[src/rtl/rf_pkg.sv]
// Shared sizing and types for the RV64I integer register file and its busy scoreboard.
package rf_pkg;
   localparam int XLEN = 64;
   localparam int NREG = 32;
   localparam int NRD  = 2;
   localparam int AW   = $clog2(NREG);

   typedef logic [XLEN-1:0] xlen_t;
   typedef logic [AW-1:0]   ridx_t;
endpackage

[src/rtl/rf_scoreboard.sv]
// Pending-write scoreboard: one busy bit per register plus a registered popcount.
// Priority per index is flush, then issue, then writeback. x0 is never busy.
module rf_scoreboard
   import rf_pkg::*;
#(
   parameter int NREG = rf_pkg::NREG,
   localparam int AW  = $clog2(NREG)
) (
   input  logic            clk,
   input  logic            rst,
   input  logic            wb_en,
   input  logic [AW-1:0]   wb_idx,
   input  logic            iss_en,
   input  logic [AW-1:0]   iss_rd,
   input  logic            flush,
   output logic [NREG-1:0] busy,
   output logic [AW:0]     busy_cnt
);

   logic [NREG-1:0] busy_d;
   logic [AW:0]     cnt_d;

   always_comb begin
      busy_d = busy;
      if (flush) begin
         busy_d = '0;
      end else begin
         if (wb_en)
            busy_d[wb_idx] = 1'b0;
         // Issue is applied last so a newer producer wins over a same-cycle writeback.
         if (iss_en)
            busy_d[iss_rd] = 1'b1;
      end
      busy_d[0] = 1'b0;
   end

   always_comb begin
      cnt_d = '0;
      for (int i = 0; i < NREG; i++)
         cnt_d = cnt_d + (AW+1)'(busy_d[i]);
   end

   always_ff @(posedge clk or negedge rst) begin
      if (!rst) begin
         busy     <= '0;
         busy_cnt <= '0;
      end else begin
         busy     <= busy_d;
         busy_cnt <= cnt_d;
      end
   end

endmodule

[src/rtl/regfile_sb.sv]
// Integer register file with NRD combinational read ports, one write port and a busy scoreboard.
// Optional write-to-read forwarding is enabled by defining REGFILE_BYPASS_EN.
module regfile_sb
   import rf_pkg::*;
#(
   parameter int XLEN = rf_pkg::XLEN,
   parameter int NREG = rf_pkg::NREG,
   parameter int NRD  = rf_pkg::NRD,
   localparam int AW  = $clog2(NREG)
) (
   input  logic                clk,
   input  logic                rst,
   input  logic                wb_en,
   input  logic [AW-1:0]       wb_idx,
   input  logic [XLEN-1:0]     wb_data,
   input  logic                iss_en,
   input  logic [AW-1:0]       iss_rd,
   input  logic                flush,
   input  logic [NRD*AW-1:0]   rs_idx,
   output logic [NRD*XLEN-1:0] rs_data,
   output logic [NRD-1:0]      rs_busy,
   output logic [AW:0]         busy_cnt
);

   logic [XLEN-1:0] regs [NREG];
   logic [NREG-1:0] busy;

   rf_scoreboard #(.NREG(NREG)) u_sb (
      .clk      (clk),
      .rst      (rst),
      .wb_en    (wb_en),
      .wb_idx   (wb_idx),
      .iss_en   (iss_en),
      .iss_rd   (iss_rd),
      .flush    (flush),
      .busy     (busy),
      .busy_cnt (busy_cnt)
   );

   // regs[0] is reset and never written, so it reads as zero without a special case.
   always_ff @(posedge clk or negedge rst) begin
      if (!rst) begin
         for (int i = 0; i < NREG; i++)
            regs[i] <= '0;
      end else if (wb_en && wb_idx != '0) begin
         regs[wb_idx] <= wb_data;
      end
   end

   always_comb begin
      rs_data = '0;
      rs_busy = '0;
      for (int k = 0; k < NRD; k++) begin
         rs_data[k*XLEN +: XLEN] = regs[rs_idx[k*AW +: AW]];
         rs_busy[k]              = busy[rs_idx[k*AW +: AW]];
`ifdef REGFILE_BYPASS_EN
         if (wb_en && wb_idx == rs_idx[k*AW +: AW] && wb_idx != '0) begin
            rs_data[k*XLEN +: XLEN] = wb_data;
            rs_busy[k]              = 1'b0;
         end
`endif
      end
   end

endmodule

[config.mk]
export PLATFORM = sky130hd
export DESIGN_NAME = regfile_sb
export DESIGN_NICKNAME = d
export VERILOG_FILES = /design/src/rtl/rf_pkg.sv /design/src/rtl/rf_scoreboard.sv /design/src/rtl/regfile_sb.sv
export SDC_FILE = /design/constraint.sdc
export NUM_CORES = 2
export LEC_CHECK = 0
export CAP_MARGIN = 20
export CORE_ASPECT_RATIO = 0.8
export CORE_MARGIN = 3
export CORE_UTILIZATION = 35
export CTS_BUF_LIST = sky130_fd_sc_hd__clkbuf_8
export CTS_CLUSTER_DIAMETER = 200
export DETAILED_ROUTE_END_ITERATION = 12
export PLACE_DENSITY = 0.5
export SYNTH_ARGS = -nofsm -noshare
export SYNTH_HDL_FRONTEND = slang
export SYNTH_SLANG_ARGS = --single-unit
[constraint.sdc]
create_clock -name clk -period 6.9 [get_ports clk]
set_clock_uncertainty 0.1 [all_clocks]
set_input_delay 0.69 -clock clk [delete_from_list [all_inputs] [get_ports clk]]
set_output_delay 0.69 -clock clk [all_outputs]
set_load 0.01 [all_outputs]
==> results.ini <==
[outcome]
status = finished clean

[drt]
vias = 67221
drt_pre_antenna_iters = 8
drc_errors = 0
wl_mm = 378
drtAntennaViolNets = 0
vias_per_cell = 5.89
drt_first_iter_violations = 5324
avgRoutedWirePerCell_microns = 33.1

[grt]
antenna_found_initial = 31
grt_pass1_vias = 71961
grt_start_max_net_pins = 159
grt_pass1_wl_mm = 547
grt_use_total = 0.231
overflow = 0

[power]
p_total_mw = 35.7
ir_drop_mv = 0.146
combPwrFrac = 0.216
seqPwrFrac = 0.453
switchingPower_mw = 10.0
internal_power_mw = 25.7
sw_frac_of_total = 0.281
pwr_density_cell_nw_per_um2 = 284
leakage_nw = 53.8
p_clk_frac = 0.331

[sta]
fmax_mhz = 177
rsz0062_at_grt = no
hold_violations = 0
fin_crit_ns = 5.65
period_share = 0.818
fin_ws_ns = 1.25
slew_violations = 0
whs_ns = 0.247
tightest_slew_ns = 1.16
maxSlewHeadroom = 0.225
setup_viol = 0
setup_tns_ns = 0

[clock_network]
cts.htree.levels = 5
cts_buffers = 374
tritoncts = yes
clk_pin_slew_ns = 0.06
root_buffer = clkbuf_8
clock_path_buffers = 4
numClockSinks = 2085
insertion_delay_ns = 0.98

[floorplanning]
die_h_microns = 510
rows = 184
core_sq_um = 315000
initial_core_util = 0.353
dieArea_sq_um = 324000
io_pins = 225
die-width_microns = 636

[placed_design]
dpl.hpwl_mm = 199
pre_cts_ws_ns = 0.262
place_inst = 10729
portBuffers = 224
post_dp_cell_area_sq_um = 118000
routabilityCongestion = 0.805

[synthesis]
synth_area_sq_um = 111000
synth_edf_count = 0
synth_top_cell_by_area = dfrtp_1
synth-xor-area-share = 0.000236
synthAdderAreaFrac = 0.00516
syn_nets = 7056
synthCells = 6935
synthSimpleGateAreaFrac = 0.00712
yosysSeqAreaShare = 0.470
async_reset_ff_frac = 1.00
yosysWarnings = 0
synth_top_area_share = 0.470
ys_ff_latch = 2085
syn_area_per_cell_sq_um = 16.0
ys.flop_type = dfrtp_1
yosys-top-cells-area = dfrtp_1 47%, mux4_2 23%, mux2_2 21%
synth_top_family_by_area = multiplexers
yosysUniqueCellTypes = 41
synth_compound_area_frac = 0.0208
muxShareOfSynthArea = 0.464

[critical_path]
crit_type = in -> reg
r2r_setup_slack_ns = 1.68
arrival_ns = 6.40
cp-start-kind = input pin
cp-end-kind = register
path_max_fanout = 8
crit_required_ns = 7.66

[finish]
final_area_sq_um = 126000
post-route-util = 0.399
syn_to_final_growth_pct = 13.2
nNetsFinal = 7065
instances_no_fill = 11413
final_layout_size_suffix_gt1_frac = 0.557

[job]
maxCapViolCount = 0

[hold_path]
hold_class = in -> async

[what timing repair did]
action                                  in CTS  in global routing
endpoints found under the setup margin       0                  0
hold endpoints to repair                    78                  0
resized for setup                            0                  0
hold buffers                                 1                  0
setup buffers                                0                  0
[placed cells by master (no fill, tap or decap), types with 23 or more instances in the layout]
cell type	n
buf_12	66
a21o_1	27
o21ai_0	41
a21boi_1	27
a221oi_1	41
fa_1	23
nor2b_1	31
mux4_2	1120
o22ai_1	68
inv_1	152
dfrtp_1	2085
mux2i_1	133
a21oi_1	52
nand2_1	38
clkdlybuf4s50_1	213
clkinv_2	35
mux2_1	127
buf_4	125
a211oi_1	56
clkbuf_8	490
mux2_2	2092
[layout make-up]
class                   count  area [sq um]
clock buffers             489          6730
multi-input cells        4005         55500
flip-flops and latches   2085         52200
well taps                4185          5240
clock inverters           164           764
repair buffers            441          5210
diodes                      7          17.5
fillers                 28840        189000
inverters                  37           139
[power groups by stage]
| stage | clock network [mW] | logic [mW] | registers [mW] |
|---|---|---|---|
| 3_5_place_dp | 0 | 7.74 | 16.3 |
| 3_3_place_gp | 0 | 7.61 | 16.2 |
| 5_1_grt | 12.7 | 8.25 | 16.5 |
| 4_1_cts | 12.2 | 7.77 | 16.1 |
| 6_report | 11.8 | 7.71 | 16.2 |
| 2_1_floorplan | 0 | 5.66 | 15.7 |
[sequential cells by signal, indices dropped and copies added, names as in the netlist]
register	flops
regs	2048
u_sb.busy	31
u_sb.busy_cnt	6
[final timing paths]
path	endpoint	cells past startpoint	startpoint
worst max-delay path	u_sb.busy_cnt[4]	21	wb_idx[0]
worst min-delay path	regs[1462]	2	rst
worst max register to register	u_sb.busy_cnt[4]	18	u_sb.busy[2]
worst min register to register	regs[2018]	0	regs[2018]
max in group asynchronous	regs[726]	4	rst
min in group clk	u_sb.busy[2]	2	flush
[cell families (layout without fill, tap and decap cells)]
kind of cell | after synthesis | count (layout)
adder cells (fa/ha/maj) | 32 | 32
flip-flops | 2085 | 2085
XOR/XNOR | 3 | 3
buffers and inverters | 845 | 1131
other | 0 | 7
multiplexers | 3472 | 3472
AO/OA/AOI/OAI | 343 | 343
AND/OR/NAND/NOR | 155 | 155
[per-layer routing]
metal | vias up | wire length [microns] | GRT usage
li1 | 27034 | - | -
met1 | 37529 | 167000 | 0.320
met2 | 2024 | 180000 | 0.378
met3 | 628 | 18500 | 0.0357
met4 | 6 | 11700 | 0.0701
met5 | - | 38 | 0
[cell usage after synthesis (7+ instances only)]
library cell	n
mux2_2	2092
o21ai_1	9
buf_1	36
clkbuf_1	498
nor2b_1	33
a221oi_1	41
buf_2	218
a21oi_1	52
mux2i_1	133
nand2_1	55
o22ai_1	68
mux4_2	1120
a21boi_1	27
a211oi_1	56
buf_6	7
o21ai_0	41
nor3b_1	8
mux2_1	127
ha_1	9
inv_1	37
nor2_1	26
a22oi_1	7
buf_4	49
a21o_1	27
fa_1	23
dfrtp_1	2085
a221o_1	10
[critical path: stages]
cell             delay, ns
clkdlybuf4s50_1       0.61
and3b_1               0.46
nand2_4               0.11
a22oi_1               0.16
nor2_1                0.08
ha_1                  0.27
inv_1                 0.05
fa_1                  0.50
fa_1                  0.44
fa_1                  0.52
fa_1                  0.43
fa_1                  0.49
inv_1                 0.05
fa_1                  0.49
ha_1                  0.18
inv_1                 0.07
fa_1                  0.45
inv_1                 0.07
a21o_1                0.10
a21oi_1               0.07
xnor2_1               0.12
Power figures use the tool's default switching activity.
